==> src/rtl/bcd_up_timer_if.sv <==
// bcd_up_timer_if: control and display bundle for bcd_up_timer.
// The LIM port exists only when LIMIT_EN is defined.
interface bcd_up_timer_if #(parameter int DIGITS = 4);
  logic                start;
  logic                stop;
  logic                clear;
  logic                LDn;
  logic [4*DIGITS-1:0] D;
  logic [4*DIGITS-1:0] Q;
  logic                CO;
  logic                tick;
  logic                running;
  logic                done;
`ifdef LIMIT_EN
  logic [4*DIGITS-1:0] LIM;

  modport master (output start, stop, clear, LDn, D, LIM,
                  input  Q, CO, tick, running, done);
  modport slave  (input  start, stop, clear, LDn, D, LIM,
                  output Q, CO, tick, running, done);
`else
  modport master (output start, stop, clear, LDn, D,
                  input  Q, CO, tick, running, done);
  modport slave  (input  start, stop, clear, LDn, D,
                  output Q, CO, tick, running, done);
`endif
endinterface

==> src/rtl/bcd_up_timer.sv <==
// bcd_up_timer: cascaded BCD stopwatch counter with run/hold control and tick prescaler.
// Optional feature macro LIMIT_EN adds a LIM compare input and a DONE state.
module bcd_up_timer #(
  parameter int DIGITS   = 4,
  parameter int TICK_DIV = 100
) (
  input logic           CP,
  input logic           CR,
  bcd_up_timer_if.slave bus
);

  localparam int W  = 4 * DIGITS;
  localparam int PW = (TICK_DIV > 2) ? $clog2(TICK_DIV) : 1;
  localparam logic [PW-1:0] LAST = PW'(TICK_DIV - 1);

  localparam logic [1:0] S_IDLE = 2'd0;
  localparam logic [1:0] S_RUN  = 2'd1;
  localparam logic [1:0] S_HOLD = 2'd2;
`ifdef LIMIT_EN
  localparam logic [1:0] S_DONE = 2'd3;
`endif

  logic [1:0]    state;
  logic [W-1:0]  q;
  logic [PW-1:0] presc;
  logic          co;
  logic          tick;
  logic [W-1:0]  inc_q;
  logic          all_nines;
  logic [W-1:0]  load_val;
  logic          carry;

  // Ripple the increment through the digits; a digit advances only while every lower digit is 9.
  always_comb begin
    inc_q = q;
    carry = 1'b1;
    for (int i = 0; i < DIGITS; i++) begin
      if (carry) begin
        if (q[4*i +: 4] == 4'd9) begin
          inc_q[4*i +: 4] = 4'd0;
        end else begin
          inc_q[4*i +: 4] = q[4*i +: 4] + 4'd1;
          carry = 1'b0;
        end
      end
    end
    all_nines = carry;
  end

  always_comb begin
    load_val = bus.D;
    for (int i = 0; i < DIGITS; i++) begin
      if (bus.D[4*i +: 4] > 4'd9) load_val[4*i +: 4] = 4'd9;
    end
  end

`ifdef LIMIT_EN
  logic done_r;
  assign bus.done = done_r;
`else
  assign bus.done = 1'b0;
`endif

  always_ff @(posedge CP) begin
    if (CR) begin
      q     <= '0;
      presc <= '0;
      co    <= 1'b0;
      tick  <= 1'b0;
      state <= S_IDLE;
`ifdef LIMIT_EN
      done_r <= 1'b0;
`endif
    end else begin
      co   <= 1'b0;
      tick <= 1'b0;
      if (!bus.LDn) begin
        q     <= load_val;
        presc <= '0;
`ifdef LIMIT_EN
        if (state == S_DONE) begin
          state  <= S_HOLD;
          done_r <= 1'b0;
        end
`endif
      end else if (bus.clear) begin
        q     <= '0;
        presc <= '0;
        state <= S_IDLE;
`ifdef LIMIT_EN
        done_r <= 1'b0;
`endif
      end else begin
        case (state)
          // A simultaneous start+stop from IDLE parks in HOLD since stop wins.
          S_IDLE: begin
            if (bus.start) begin
              state <= bus.stop ? S_HOLD : S_RUN;
              presc <= '0;
            end
          end
          S_RUN: begin
            if (bus.stop) begin
              state <= S_HOLD;
            end else if (presc == LAST) begin
              presc <= '0;
              tick  <= 1'b1;
              q     <= inc_q;
              co    <= all_nines;
`ifdef LIMIT_EN
              if (inc_q == bus.LIM) begin
                state  <= S_DONE;
                done_r <= 1'b1;
              end
`endif
            end else begin
              presc <= presc + 1'b1;
            end
          end
          S_HOLD: begin
            if (bus.start && !bus.stop) state <= S_RUN;
          end
          default: ;
        endcase
      end
    end
  end

  assign bus.Q       = q;
  assign bus.CO      = co;
  assign bus.tick    = tick;
  assign bus.running = (state == S_RUN);

endmodule

==> src/flat_wrapper.sv <==
// flat-port wrapper written by rule: the top's interface ports become plain ports
module bcd_up_timer_flat 
#(
  parameter int DIGITS   = 4,
  parameter int TICK_DIV = 100
)
  (CP, CR, bus_start, bus_stop, bus_clear, bus_LDn, bus_D, bus_Q, bus_CO, bus_tick, bus_running, bus_done);
  bcd_up_timer_if #(.DIGITS(DIGITS)) bus_i ();
  input logic CP;
  input logic CR;
  input wire logic [$bits(bus_i.start)-1:0] bus_start;
  input wire logic [$bits(bus_i.stop)-1:0] bus_stop;
  input wire logic [$bits(bus_i.clear)-1:0] bus_clear;
  input wire logic [$bits(bus_i.LDn)-1:0] bus_LDn;
  input wire logic [$bits(bus_i.D)-1:0] bus_D;
  output wire logic [$bits(bus_i.Q)-1:0] bus_Q;
  output wire logic [$bits(bus_i.CO)-1:0] bus_CO;
  output wire logic [$bits(bus_i.tick)-1:0] bus_tick;
  output wire logic [$bits(bus_i.running)-1:0] bus_running;
  output wire logic [$bits(bus_i.done)-1:0] bus_done;
  assign bus_i.start = bus_start;
  assign bus_i.stop = bus_stop;
  assign bus_i.clear = bus_clear;
  assign bus_i.LDn = bus_LDn;
  assign bus_i.D = bus_D;
  assign bus_Q = bus_i.Q;
  assign bus_CO = bus_i.CO;
  assign bus_tick = bus_i.tick;
  assign bus_running = bus_i.running;
  assign bus_done = bus_i.done;
  bcd_up_timer #(.DIGITS(DIGITS), .TICK_DIV(TICK_DIV)) u_core (.CP(CP), .CR(CR), .bus(bus_i));
endmodule
==> config.mk <==
export PLATFORM = sky130hd
export DESIGN_NAME = bcd_up_timer_flat
export DESIGN_NICKNAME = d
export VERILOG_FILES = /design/src/rtl/bcd_up_timer_if.sv /design/src/rtl/bcd_up_timer.sv /design/src/flat_wrapper.sv
export SDC_FILE = /design/constraint.sdc
export NUM_CORES = 1
export LEC_CHECK = 0
export ABC_AREA = 1
export CAP_MARGIN = 40
export CORE_MARGIN = 2
export CORE_UTILIZATION = 45
export CTS_CLUSTER_DIAMETER = 200
export DETAILED_ROUTE_END_ITERATION = 8
export GPL_ROUTABILITY_DRIVEN = 1
export HOLD_SLACK_MARGIN = 0.03
export PLACE_DENSITY = 0.75
export SETUP_SLACK_MARGIN = 0.1
export SLEW_MARGIN = 25
export SYNTH_ARGS = -nofsm -noshare
export SYNTH_HDL_FRONTEND = slang
export SYNTH_SLANG_ARGS = --single-unit
==> constraint.sdc <==
create_clock -name CP -period 1.4 [get_ports CP]
set_input_delay 0.42 -clock CP [delete_from_list [all_inputs] [get_ports CP]]
set_output_delay 0.42 -clock CP [all_outputs]
set_load 0.01 [all_outputs]
==> flow_summary.toml, run 1 <==
[synthesis]
ys_seq_area_share_pct = 27.9
ys_types = 29
syn_nets = 358
synthesis.area_sq_mm = 0.00194
postSynthAreaPerCell_sq_um = 5.99
ys_seq_elements = 27
synthCells = 324
yosysWarnings = 0

[timing]
hold_ws_ns = 0.542
rsz0062_at_grt = "yes"
slew_viol_final = 0
finalHoldViolCount = 0
fmax_mhz = 652
fin_crit_ns = 1.53
clock_skew_ns = 0.0107
setup_ws_ns = -0.134
period_share_pct = 110
setup_viol = 25

[route]
drc = 0
dr_wl_met3_um = 454
finalWirelength_um = 7360
wl_met2_um = 3570
viasPerCell = 5.51
dr.pass1.iters = 7
drt_iter0_markers = 360
avgRoutedWirePerCell_um = 15.4
postRouteAntennaNets = 0
vias = 2633
top_layer = "met4"
met1_length_um = 2930

[worst_setup_path]
timing.critical_path.slowest_cell_delay_ns = 0.37
cp-startpoint = "u_core.bus.Q[5]"
critPathKind = "flop to flop"
path_cells = "inv_1, ha_1, nand2_1, nor2_4, nand3_2, nand2_4, nand3_2, nand2_1, nor2_1"
end_kind = "flop"
cp_top_family = "simple AND/OR/NAND/NOR gates"
path_max_fanout = 7
critPathLaunchType = "flop"
rr_startpoint = "u_core.bus.Q[5]"
cpMaxStageDelayCell = "dfxtp_2"
arrival_ns = 1.73
cp.buffers_inverters = 1
required_ns = 1.60

[power]
ir_drop_mv = 0.553
power-per-cell-area_mw_per_mm2 = 750
p_leak_nw = 1.54

[cts]
cts_tree = "yes"
cts_max_path_buffers = 2
cts.sinks = 27
ctsHoldBuffers = 0
clkTransAtPathRegs_ns = 0.11
htreeDepth = 1
clock_latency_ns = 0.29
cts_made_buffers = 3
cts_root_buf = "clkbuf_8"

[die]
die_y_um = 69.7
dieWidth_um = 69.7
dieArea_sq_mm = 0.00485
core_sq_mm = 0.00409
rows = 23
start_util_pct = 47.5
io_pins = 42

[finish]
design_area_sq_mm = 0.00325
instances_no_fill = 478
antenna_cells = 0
drive_gt1_share_pct = 38.6
syn_to_final_growth_pct = 67.5
num-fill-cells = 255
nets = 463

[worst_hold_path]
min_path_type = "flop to flop"
hold_start = "u_core.state[0]"

[global_routing]
grt_pass1_wl_um = 10100
grt_max_degree = 19
antenna_found_initial = 0
first_global_vias = 2287
grtUsageTotal_pct = 25.1
grt_overflow = 0

[place]
placed_cell_area_sq_mm = 0.00274
dp_hpwl_um = 3900
dp_cells = 453
portBuffers = 40
gp_congestion = 0.859

[outcome]
status = "finished with violations"
violations = "negative setup slack"

[flow_run]
max_cap_viol_count = 0
-- layer usage --
layer | track usage (%) | vias to the layer above
met5 | 0 | -
met4 | 10.0 | 0
met3 | 1.89 | 46
met2 | 44.0 | 143
met1 | 31.7 | 1209
li1 | - | 1235
-- worst paths after layout --
kind / end / slack [ns] / cells past startpoint
hold / removal: u_core.state[0] / 0.54 / 2
hold reg to reg: u_core.state[0] / 0.54 / 2
setup reg to reg: u_core.bus.Q[12] / -0.13 / 9
setup / recovery: u_core.bus.Q[12] / -0.13 / 9
-- flip-flops by register name, indices dropped and copies added, names as in the netlist --
| register | flops |
|---|---|
| u_core.bus.Q | 16 |
| u_core.presc | 7 |
| u_core.state | 2 |
| u_core.bus.CO | 1 |
| u_core.bus.tick | 1 |
-- worst register-to-register path, delay by kind of cell (launching register included) --
family                   cells  cell delay [ns]
flip-flops                   1             0.37
buffers and inverters        1             0.07
adder cells (fa/ha/maj)      1             0.17
AND/OR/NAND/NOR              7             0.83
-- per-stage QoR --
| step | power, mW | setup slack, ns | setup TNS [ns] | utilization, % |
|---|---|---|---|---|
| 2_1_floorplan | 1.28 | 0.0536 | 0 | - |
| 3_3_place_gp | 1.64 | -0.486 | -10.09 | 67.0 |
| 3_5_place_dp | 1.66 | -0.537 | -10.44 | 67.0 |
| 4_1_cts | 2.25 | -0.0656 | -0.442 | 76.2 |
| 5_1_grt | 2.54 | -0.238 | -3.74 | 79.5 |
| 6_report | 2.44 | -0.134 | -1.35 | 79.5 |
-- cells in the mapped netlist (all sizes together) --
| library cell | count | area, sq um |
|---|---|---|
| clkbuf | 1 | 3.75 |
| nor2 | 74 | 293 |
| dfxtp | 27 | 541 |
| buf | 6 | 47.5 |
| a31oi | 2 | 12.5 |
| nand4 | 3 | 18.8 |
| clkinv | 1 | 3.75 |
| nand3b | 4 | 30.0 |
| nor3 | 2 | 10.0 |
| nand2 | 91 | 352 |
| xnor2 | 1 | 8.76 |
| o211ai | 1 | 7.51 |
| a21oi | 12 | 60.1 |
| xor2 | 1 | 8.76 |
| nor4 | 1 | 6.26 |
| nor3b | 2 | 20.0 |
| o21ai | 16 | 80.1 |
| nand3 | 28 | 140 |
| conb | 1 | 3.75 |
| ha | 12 | 150 |
| inv | 38 | 143 |
-- final cells by class --
class	count	area (sq um)	share of cell area, %
Tap cell	50	62.6	1.93
Inverter	39	151	4.66
Timing Repair Buffer	103	875	26.9
Sequential cell	27	571	17.6
Clock buffer	4	45.0	1.39
Multi-Input combinational cell	255	1550	47.6
-- report_power, final --
part / internal (mW) / switching [mW] / total, mW
registers: 0.821 / 0.0452 / 0.867
clock network: 0.206 / 0.292 / 0.497
logic: 0.508 / 0.564 / 1.07
total: 1.54 / 0.900 / 2.44
-- cells in the final DEF, fill, tap and decap left out, types with 3 or more instances in the layout --
cell	count
buf_4	52
nand2_1	75
buf_6	11
nor2_4	8
ha_4	4
dfxtp_2	12
dfxtp_4	4
nor2_2	7
nand3_1	17
nand3b_1	4
nand2_2	13
inv_1	31
o21ai_1	4
nand4_1	3
buf_2	9
clkbuf_2	4
dfxtp_1	11
dlygate4sd2_1	3
nand2_8	3
clkbuf_8	3
nor2_1	60
nand2_4	3
ha_1	8
nand3_2	10
o21ai_0	9
inv_2	5
a21oi_1	8
a21oi_2	4
clkdlybuf4s50_1	17
-- what timing repair did --
| item | 4_1_cts | 5_1_grt |
|---|---|---|
| pin swaps | 22 | 18 |
| cloned | 4 | 0 |
| setup buffers | 12 | 6 |
| gates resized for setup | 119 | 54 |
| setup endpoints to repair | 46 | 41 |
-- cell families (layout without fill, tap and decap cells) --
logic type | after synthesis | after routing | share of synthesized area [%]
buffers and inverters | 46 | 146 | 10.2
adders and majority gates | 12 | 12 | 7.74
AOI/OAI and AO/OA | 31 | 31 | 8.26
and+or+nand+nor | 205 | 209 | 44.8
other | 1 | 1 | 0.193
DFF | 27 | 27 | 27.9
xor gates and xnor gates | 2 | 2 | 0.903
No activity file was read; power rests on OpenSTA's default activity.
==> run 2, diff against run 1 <==
- MAX_ROUTING_LAYER: default -> met4
==> run 2 against run 1 <==
  * Clock-buffer cell count is the same
  * Sequential cell count unchanged
  * Routed wire length increased by 10%
  * First-iteration DRC count decreased by 16%
  * Core utilization rose by 4.7 points
  * Worst setup slack worse by 0.10 ns
  * Via count increased by 4.0%
  * Final cell count grew 1.9%
  * Critical path depth rose by 2
  * The flow still finishes with violations (negative setup slack)
==> flow_summary.toml, run 2 (synthesized netlist as in run 1, its figures left out) <==
[finish]
antenna_cells = 0
layout_commonest_cell = "nand2_1"
nets = 472
utilization_pct = 84.3
largest_reg_flops = 16
mostFrequentLayoutCells = "74 x nand2_1, 63 x nor2_1, 52 x buf_4, 29 x inv_1, 23 x buf_6"
drive_gt1_share_pct = 41.4
num-fill-cells = 227
syn_to_final_growth_pct = 77.5

[global_routing]
grt.busiest_layer = "met2"
grt_pass1_wl_um = 10300
first_global_vias = 2336
use_met1_pct = 31.5
grt_overflow = 0
grtUsageMet2_pct = 44.3
antenna_found_initial = 0
grtUsageTotal_pct = 26.6
grt_max_degree = 19
grtUsageMet3_pct = 3.63

[route]
postRouteAntennaNets = 0
dr.pass1.iters = 8
drc = 0
vias = 2739
viasPerCell = 5.62
drt_iter0_markers = 304
avgRoutedWirePerCell_um = 16.7
finalWirelength_um = 8120

[cts]
cts.sinks = 27
cts_made_buffers = 3
cts_max_path_buffers = 2
cts_tree = "yes"
clkTransAtPathRegs_ns = 0.10
clock_latency_ns = 0.28
cts_root_buf = "clkbuf_8"
htreeDepth = 1

[timing]
setup_viol = 25
period_share_pct = 117
clock_skew_ns = 0.00928
hold_ws_ns = 0.533
rsz0062_at_grt = "yes"
fmax_mhz = 612
slew_viol_final = 0
fin_crit_ns = 1.64
setup_ws_ns = -0.235
finalHoldViolCount = 0
fin_setup_tns_ns = -3.11

[power]
p_total_mw = 2.62
power-per-cell-area_mw_per_mm2 = 762
p_leak_nw = 1.62
ir_drop_mv = 0.505

[place]
gp_congestion = 0.872
dp_slack_ns = -0.591
dp_hpwl_um = 3870
portBuffers = 40

[die]
core_sq_mm = 0.00409
io_pins = 42
rows = 23
dieWidth_um = 69.7
start_util_pct = 47.5
die_y_um = 69.7
dieArea_sq_mm = 0.00485

[worst_hold_path]
hold_path_depth = 2
min_path_type = "flop to flop"

[worst_setup_path]
required_ns = 1.60
cp_num_cells = 11
cp_top_family = "buffers and inverters"
end_kind = "flop"
arrival_ns = 1.83
critPathLaunchType = "flop"
cp.buffers_inverters = 5
timing.critical_path.slowest_cell_delay_ns = 0.34
reg2reg_depth = 11
critPathKind = "flop to flop"
path_max_fanout = 4
cpMaxStageDelayCell = "dfxtp_2"
path_cells = "inv_2, ha_4, buf_6, inv_8, nand2_4, nand2_4, nor2_4, buf_4, buf_6, nand4_1, a21oi_1"

[outcome]
status = "finished with violations"
violations = "negative setup slack"

[flow_run]
max_cap_viol_count = 0
run 2: where the power goes:
part / total [mW] / switching (mW) / internal [mW]
Sequential: 0.868 / 0.0485 / 0.820
Combinational: 1.27 / 0.635 / 0.631
Clock: 0.490 / 0.285 / 0.205
Total: 2.62 / 0.969 / 1.66
run 2: layout make-up:
cell class,count,area (sq um),share of cell area [%]
flip-flops and latches,27,574,16.7
multi-input cells,254,1590,46.2
repair buffers,113,1010,29.3
well taps,50,62.6,1.82
clock buffers,4,45.0,1.31
inverters,39,161,4.69
run 2: path summary, 6_finish.rpt:
path,slack (ns),from,endpoint
setup / recovery,-0.24,u_core.state[1],u_core.presc[1]
hold / removal,0.53,u_core.presc[6],u_core.presc[6]
setup reg to reg,-0.24,u_core.state[1],u_core.presc[1]
hold reg to reg,0.53,u_core.presc[6],u_core.presc[6]
run 2: tightest hold or removal path, cell delays in order (launching register included):
cell	delay, ns
dfxtp_1	0.37
a31oi_1	0.05
nor2_1	0.09
run 2: per-stage QoR:
| stage | instance area (sq um) | instances |
|---|---|---|
| 2_1_floorplan | 1970 | 324 |
| 3_3_place_gp | 2740 | 453 |
| 3_5_place_dp | 2740 | 453 |
| 4_1_cts | 3170 | 472 |
| 5_1_grt | 3440 | 487 |
| 6_report | 3440 | 487 |
run 2: per-layer routing:
layer	share of wire [%]	up-vias
met3	6.6	52
met1	39	1278
li1	-	1254
met4	5.5	0
met5	0	-
met2	49	155
run 2: what timing repair did:
item,CTS,global route
hold buffers,0,0
buffers inserted,13,14
cloned,2,2
gates resized for setup,133,69
pin swaps,37,27
setup endpoints to repair,46,43
